**src/rtl/fifo_thresh.sv**
```systemverilog
// fifo_thresh: single-clock FIFO with run-time almost-full/almost-empty
// thresholds, full/empty flags, sticky overflow/underflow error flags and
// support for any DEPTH >= 2, including depths that are not a power of two.
// Optional feature macro: FIFO_OVERWRITE_EN. When it is defined, a write to a
// full FIFO with no read evicts the oldest entry. When it is not defined, that
// write is dropped. Both builds set overflow_o.
module fifo_thresh #(
  parameter int WIDTH = 8,
  parameter int DEPTH = 4,
  localparam int CW = $clog2(DEPTH) + 1
) (
  input  logic             clk_i,
  input  logic             rst_i,
  input  logic [WIDTH-1:0] data_i,
  input  logic             setData_i,
  output logic [WIDTH-1:0] data_o,
  input  logic             getData_i,
  output logic [CW-1:0]    size_o,
  output logic             full_o,
  output logic             empty_o,
  input  logic [CW-1:0]    afThresh_i,
  input  logic [CW-1:0]    aeThresh_i,
  output logic             almostFull_o,
  output logic             almostEmpty_o,
  output logic             overflow_o,
  output logic             underflow_o,
  input  logic             clrErr_i
);

  localparam int PW = $clog2(DEPTH);

  logic [WIDTH-1:0] r_mem [DEPTH];
  logic [PW-1:0]    r_rdPtr;
  logic [PW-1:0]    r_wrPtr;
  logic [CW-1:0]    r_cnt;
  logic             r_overflow;
  logic             r_underflow;

  logic w_full;
  logic w_empty;
  logic w_rdAcc;
  logic w_wrAcc;
  logic w_evict;
  logic w_rdAdv;
  logic w_ovfEvent;
  logic w_unfEvent;

  // The pointers wrap explicitly at DEPTH-1, so any depth works.
  function automatic logic [PW-1:0] nextPtr(input logic [PW-1:0] p);
    return (p == PW'(DEPTH - 1)) ? '0 : p + 1'b1;
  endfunction

  assign w_full     = (r_cnt == CW'(DEPTH));
  assign w_empty    = (r_cnt == '0);
  assign w_rdAcc    = getData_i & ~w_empty;
  assign w_unfEvent = getData_i & w_empty;

`ifdef FIFO_OVERWRITE_EN
  // A write to a full FIFO with no read pushes the oldest entry out.
  assign w_evict    = setData_i & w_full & ~getData_i;
  assign w_wrAcc    = setData_i;
  assign w_ovfEvent = w_evict;
`else
  // A write to a full FIFO with no read is dropped.
  assign w_evict    = 1'b0;
  assign w_wrAcc    = setData_i & (~w_full | w_rdAcc);
  assign w_ovfEvent = setData_i & w_full & ~getData_i;
`endif

  // The read pointer moves on a real pop or on an eviction.
  assign w_rdAdv = w_rdAcc | w_evict;

  // Storage writes. The memory is not reset because stale words stay hidden behind r_cnt.
  always_ff @(posedge clk_i) begin
    if (w_wrAcc) begin
      r_mem[r_wrPtr] <= data_i;
    end
  end

  // Pointer and occupancy bookkeeping.
  always_ff @(posedge clk_i or posedge rst_i) begin
    if (rst_i) begin
      r_rdPtr <= '0;
      r_wrPtr <= '0;
      r_cnt   <= '0;
    end else begin
      if (w_wrAcc) begin
        r_wrPtr <= nextPtr(r_wrPtr);
      end
      if (w_rdAdv) begin
        r_rdPtr <= nextPtr(r_rdPtr);
      end
      if (w_wrAcc && !w_rdAdv) begin
        r_cnt <= r_cnt + 1'b1;
      end else if (w_rdAdv && !w_wrAcc) begin
        r_cnt <= r_cnt - 1'b1;
      end
    end
  end

  // Sticky error flags. An error in the same cycle as clrErr_i keeps the flag set.
  always_ff @(posedge clk_i or posedge rst_i) begin
    if (rst_i) begin
      r_overflow  <= 1'b0;
      r_underflow <= 1'b0;
    end else begin
      if (w_ovfEvent) begin
        r_overflow <= 1'b1;
      end else if (clrErr_i) begin
        r_overflow <= 1'b0;
      end
      if (w_unfEvent) begin
        r_underflow <= 1'b1;
      end else if (clrErr_i) begin
        r_underflow <= 1'b0;
      end
    end
  end

  assign data_o        = w_empty ? '0 : r_mem[r_rdPtr];
  assign size_o        = r_cnt;
  assign full_o        = w_full;
  assign empty_o       = w_empty;
  assign almostFull_o  = (r_cnt >= afThresh_i);
  assign almostEmpty_o = (r_cnt <= aeThresh_i);
  assign overflow_o    = r_overflow;
  assign underflow_o   = r_underflow;

endmodule

```
**config.mk**
```make
export PLATFORM = sky130hd
export DESIGN_NAME = fifo_thresh
export DESIGN_NICKNAME = d
export VERILOG_FILES = /design/src/rtl/fifo_thresh.sv
export SDC_FILE = /design/constraint.sdc
export NUM_CORES = 1
export LEC_CHECK = 0
export CORE_ASPECT_RATIO = 1.1
export CORE_UTILIZATION = 50
export CTS_BUF_LIST = sky130_fd_sc_hd__clkbuf_4 sky130_fd_sc_hd__clkbuf_8
export DETAILED_ROUTE_END_ITERATION = 12
export GPL_TIMING_DRIVEN = 0
export PLACE_DENSITY = 0.77
export SLEW_MARGIN = 20
export SYNTH_ARGS = -nofsm -noshare
export SYNTH_HDL_FRONTEND = slang
export SYNTH_SLANG_ARGS = --single-unit
```
**constraint.sdc**
```tcl
create_clock -name clk_i -period 2.7 [get_ports clk_i]
set_input_delay 0.675 -clock clk_i [delete_from_list [all_inputs] [get_ports clk_i]]
set_output_delay 0.675 -clock clk_i [all_outputs]
set_load 0.03 [all_outputs]
```
==> flow_metrics.tcl, run 1 <==
set metrics [dict create \
    status "completed" \
    port_buffers 35 \
    p_leak_nw 0.975 \
    area_growth_pct 28.1 \
    ios 36 \
    ys_warn_count 0 \
    final_area_sq_um 2410 \
    clockBufferDepth 2 \
    skew_ns 0.00530 \
    initial_core_util_pct 51.8 \
    wl_mm 3.35 \
    required_ns 2.03 \
    cts_made_buffers 5 \
    cpMostUsedCell "a21o_1" \
    synth_cells 115 \
    ys_ff_latch 41 \
    track_usage_pct 18.7 \
    wire_per_inst_um 16.2 \
    drc 0 \
    power.total_w 0.00276 \
    avgSynthCellArea_sq_um 16.3 \
    cp-end-kind "output port" \
    whs_ns 0.543 \
    synth_nets 147 \
    setup_viol 0 \
    dr.first_iter.drc_count 17 \
    die_w_um 60.5 \
    synth_edf_count 32 \
    clock_sinks 41 \
    synth_area_leader_cell "edfxtp_1" \
    routabilityCongestion 0.700 \
    vias 1055 \
    cp_num_buf_inv 2 \
    ir_worst_vdd_uv 580 \
    setup_tns_ns 0 \
    clk_pin_slew_worst_paths_ns 0.08 \
    timing.slew.headroom_pct 70.3 \
    slowest_stage "clkdlybuf4s50_1" \
    ant_nets 0 \
    netlist.area_leader.share_pct 51.1 \
    cts_tree "yes" \
    hp-class "reg2reg" \
    via_per_inst 5.10 \
    maxSlewViolCount 0 \
    path_class "in2out" \
    htree_levels 2 \
    path_cells "clkdlybuf4s50_1 -> ha_1 -> nand2b_1 -> a21o_1 -> a21o_1 -> buf_6" \
    critPathArrivalTime_ns 1.97 \
    first_pass_iters 4 \
    synth-seq-area-share_pct 63.1 \
    grt_pass1_vias 1111 \
    hold_viol 0 \
    dpl_cell_area_sq_um 2290 \
    antenna_cells 0 \
    cp_top_family "buffers and inverters" \
    rsz0062_at_grt "false" \
    synth_area_sq_um 1880 \
    worst_pin_slew_ns 0.446 \
    grt_max_degree 14 \
    drive_gt1_share_pct 20.4 \
    clkLatencyLatePin_ns 0.29 \
    grt_overflow 0 \
    grt_pass1_wl_mm 5.11 \
    cts_hold_buf 0 \
    place_hpwl_mm 2.39 \
    power_density_nw_per_um2 1150 \
    crit_fanout 1 \
    period_minus_slack_ns 2.65 \
    clockRootBuffer "clkbuf_8" \
    max-cap-violations 0 \
    antenna_found_initial 0 \
    core_sq_um 3630 \
    fin_util_pct 66.4 \
    finalCritPeriodShare_pct 98.1 \
    dieArea_sq_um 4010 \
    layout.nets 188 \
    start_kind "input pin" \
    fmax_mhz 378 \
    die_height_um 66.3 \
    synthTopCellsByArea "edfxtp_1, dfrtp_1, mux4_2" \
    async_reset_ff_share_pct 22.0 \
    rows 23 \
    slowest_delay_ns 0.47 \
    ys_types 25 \
    synth_top_flop_cell "edfxtp_1" \
]
-- Yosys cell counts, types with 2 or more instances --
cell type,number
a21o_1,2
and2_2,4
clkbuf_1,2
dfrtp_1,9
edfxtp_1,32
ha_1,12
inv_1,13
mux2_2,3
mux2_4,2
mux4_2,8
nand2b_1,2
nor2_1,3
nor2b_1,9
o21ai_0,2
xor2_1,2
-- metal layers --
metal	wire length (um)	up-vias	share of wire (%)	track usage, %
li1	-	498	-	-
met1	1280	529	38	21.1
met2	1860	22	56	32.4
met3	123	6	3.7	3.52
met4	80	0	2.4	10.5
met5	0	-	0	0
-- cell type report --
type,count,area (sq um)
flip-flops and latches,41,1190
repair buffers,35,343
inverters,13,48.8
plain buffers,2,12.5
clock inverters,3,41.3
fillers,291,1220
clock buffers,5,68.8
multi-input cells,58,644
well taps,50,62.6
-- through the flow --
stage | worst slack, ns | instances
2_1_floorplan | 0.0996 | 115
3_3_place_gp | -0.548 | 200
3_5_place_dp | -0.598 | 200
4_1_cts | -0.0386 | 207
5_1_grt | 0.00616 | 207
6_report | 0.0526 | 207
-- path summary, 6_finish.rpt --
path | from | end | cells past startpoint | slack (ns)
hold / removal | underflow_o | underflow_o | 2 | 0.54
hold reg to reg | underflow_o | underflow_o | 2 | 0.54
max in group asynchronous | rst_i | r_rdPtr[1] | 2 | 1.79
setup reg to reg | size_o[1] | size_o[1] | 6 | 0.42
setup / recovery | afThresh_i[0] | almostFull_o | 6 | 0.05
min in group asynchronous | rst_i | overflow_o | 2 | 0.65
-- cells in the final DEF, fill, tap and decap left out --
cell	n
buf_4	2
and2_2	4
nor2b_1	9
o21a_4	1
fa_1	1
clkbuf_2	1
edfxtp_1	32
mux2_4	2
xnor2_1	1
inv_1	12
dfrtp_1	9
clkinv_1	1
o32ai_1	1
bufinv_16	1
mux4_2	8
o21ai_1	1
o21ai_0	1
mux2_2	3
nor3_1	1
clkdlybuf4s50_1	22
inv_2	1
ha_1	11
buf_6	1
o21a_1	1
xor2_1	2
or3b_4	1
dlygate4sd2_1	9
ha_4	1
nand2_1	1
clkbuf_8	5
clkinvlp_4	1
nand3_1	1
nor2_1	3
dlymetal6s2s_1	2
a21o_1	2
nand2b_1	2
-- where the power goes --
part,internal (W),switching [W]
Combinational,0.000602,0.000701
Sequential,0.000850,0.000134
Clock,0.000272,0.000206
-- logic make-up (layout without fill, tap and decap cells) --
logic type / after synthesis / count (layout) / share of synthesized area, %
fa+ha+maj: 13 / 13 / 9.05
buf+inv: 16 / 58 / 3.26
xor+xnor: 3 / 3 / 1.40
mux: 13 / 13 / 13.0
simple gates: 22 / 22 / 7.19
flops: 41 / 41 / 63.1
compound gates: 7 / 7 / 3.00
-- tightest hold or removal path, delay by kind of cell, from the launching register on --
| kind | cells | cell delay, ns |
|---|---|---|
| AO/OA/AOI/OAI | 1 | 0.06 |
| buffers and inverters | 1 | 0.05 |
| flip-flops | 1 | 0.39 |
-- registers in the layout, indices dropped and copies added (netlist names) --
name         cells
overflow_o       1
r_mem           32
r_rdPtr          2
r_wrPtr          2
size_o           3
underflow_o      1
-- timing repair --
item,4_1_cts,5_1_grt
gates resized for setup,24,7
pin swaps,0,2
buffers inserted,0,0
endpoints found under the setup margin,11,2
(Power assumes the default switching activity.)
==> inputs of run 2 (changes only) <==
CORE_MARGIN = 3   (was not set)
clock period = 3.1 ns   (was 2.7 ns; I/O delays follow)
==> run 2 against run 1 <==
Effect of this change:
- worst hold slack improved by 0.0032 ns
- via count increased by 0.95%
- combinational power decreased by 7%
- sequential share of layout area increased by 0.70 points
- power decreased by 13%
- clock power decreased by 26%
- largest power group unchanged
- global-route usage decreased by 1.1 points
- count of clock-buffer cells in the layout increased by 1
- setup slack improved by 0.046 ns
==> flow_metrics.tcl, run 2 (same netlist as run 1, synthesis figures left out) <==
set metrics [dict create \
    layout.nets 189 \
    power_density_nw_per_um2 1010 \
    multi_input_area_sq_um 632 \
    critPathArrivalTime_ns 2.23 \
    die_w_um 64.5 \
    setup_viol 0 \
    rows 22 \
    postCtsSetupBuffers 0 \
    hp-class "reg2reg" \
    antenna_cells 0 \
    die_height_um 70.3 \
    first_pass_iters 4 \
    worst_pin_slew_ns 0.360 \
    clockBufferDepth 2 \
    final_area_sq_um 2370 \
    hold_viol 0 \
    max-cap-violations 0 \
    fmax_mhz 333 \
    slowest_stage "clkdlybuf4s50_1" \
    dr.first_iter.drc_count 19 \
    core_sq_um 3470 \
    place_hpwl_mm 2.45 \
    port_buffers 35 \
    cts_hold_buf 0 \
    slowest_delay_ns 0.60 \
    track_usage_pct 17.6 \
    largest_reg_flops 32 \
    cts_made_buffers 5 \
    seqCellArea_sq_um 1190 \
    clock_sinks 41 \
    status "completed" \
    timing.slew.headroom_pct 76.0 \
    crit_start "r_rdPtr[0]" \
    worstReg2RegStart "size_o[2]" \
    area_growth_pct 26.3 \
    path_class "reg2out" \
    via_per_inst 5.17 \
    final_cell_mix "clkdlybuf4s50_1, edfxtp_1, inv_1, ha_1" \
    ios 36 \
    dpl_cell_area_sq_um 2290 \
    ir_worst_vdd_uv 471 \
    wl_mm 3.49 \
    rsz0062_at_grt "false" \
    path_cells "buf_4 -> mux4_2 -> nor2b_1 -> clkdlybuf4s50_1" \
    largest-register "r_mem" \
    htree_levels 2 \
    initial_core_util_pct 54.2 \
    drive_gt1_share_pct 20.3 \
    vias 1065 \
    grt_max_degree 14 \
    ant_nets 0 \
    crit_fanout 10 \
    critPathCapture "data_o[2]" \
    reg2reg_depth 6 \
    grt_overflow 0 \
    clk_pin_slew_worst_paths_ns 0.12 \
    finalCritPeriodShare_pct 96.8 \
    grt_pass1_wl_mm 5.77 \
    clockRootBuffer "clkbuf_4" \
    cp-end-kind "output port" \
    fillCellCount 264 \
    start_kind "register" \
    maxSlewViolCount 0 \
    reg2reg_setup_slack_ns 0.88 \
    drc 0 \
    skew_ns 0.00693 \
    clkLatencyLatePin_ns 0.35 \
    dieArea_sq_um 4530 \
    antenna_found_initial 0 \
    wire_per_inst_um 17.0 \
    p_leak_nw 0.939 \
    required_ns 2.32 \
    cts_tree "yes" \
    rr_endpoint "size_o[1]" \
    grt_pass1_vias 1174 \
    fin_util_pct 68.4 \
    routabilityCongestion 0.694 \
    period_minus_slack_ns 3.00 \
]
[run 2: changes by cell type in the layout (fill, tap and decap cells not counted), sizes merged]
cell,before,now
clkdlybuf4s50,22,32
dlygate4sd2,9,0
clkbuf,6,9
buf,3,2
clkinvlp,1,0
dlymetal6s2s,2,1
[run 2: through the flow]
step,cells,setup slack (ns),total power (W),hold slack (ns),setup TNS [ns]
finish,206,0.0983,0.00239,0.546,0
global route,206,0.0164,0.00254,0.571,0
CTS,206,0.0372,0.00241,0.549,0
detailed placement,198,-0.384,0.00207,0.532,-0.587
global placement,198,-0.336,0.00202,0.523,-0.518
floorplan,115,0.300,0.00162,0.535,0
[run 2: worst min path at each step]
stage | from | endpoint | slack, ns | cells past startpoint
2_1_floorplan | r_wrPtr[1] | r_wrPtr[1] | 0.53 | 1
6_report | overflow_o | overflow_o | 0.55 | 2
3_3_place_gp | underflow_o | underflow_o | 0.52 | 2
5_1_grt | overflow_o | overflow_o | 0.57 | 2
4_1_cts | overflow_o | overflow_o | 0.55 | 2
3_5_place_dp | overflow_o | overflow_o | 0.53 | 2
[run 2: layout make-up]
type	count	share of cell area (%)
Buffer	3	0.738
Tap cell	48	2.53
Clock buffer	6	1.90
Multi-Input combinational cell	58	26.6
Inverter	13	2.06
Timing Repair Buffer	35	14.5
Sequential cell	41	50.0
Clock inverter	2	1.63
[run 2: power by group]
| part | leakage (nW) | internal (W) | switching (W) | total [W] |
|---|---|---|---|---|
| Clock | 0.0459 | 0.000180 | 0.000173 | 0.000354 |
| Combinational | 0.490 | 0.000569 | 0.000642 | 0.00121 |
| Sequential | 0.403 | 0.000740 | 0.0000859 | 0.000826 |
[run 2: timing repair]
| action | CTS | global route |
|---|---|---|
| endpoints found under the hold margin | 0 | 0 |
| gates cloned | 0 | 0 |
| endpoints found under the setup margin | 11 | 3 |
| gates resized for setup | 10 | 5 |
[run 2: critical path: cells and delay by family (launching register included)]
kind,cells,cell delay (ns)
flip-flops,1,0.37
AND/OR/NAND/NOR,1,0.14
buffers and inverters,2,0.84
multiplexers,1,0.53
[run 2: metal layers]
metal  track usage (%)  wire length (um)  vias to the layer above
li1                  -                 -                      500
met1              20.3              1390                      534
met2              29.7              1880                       22
met3              5.31               132                        9
met4              8.45                89                        0
met5                 0                 0                        -
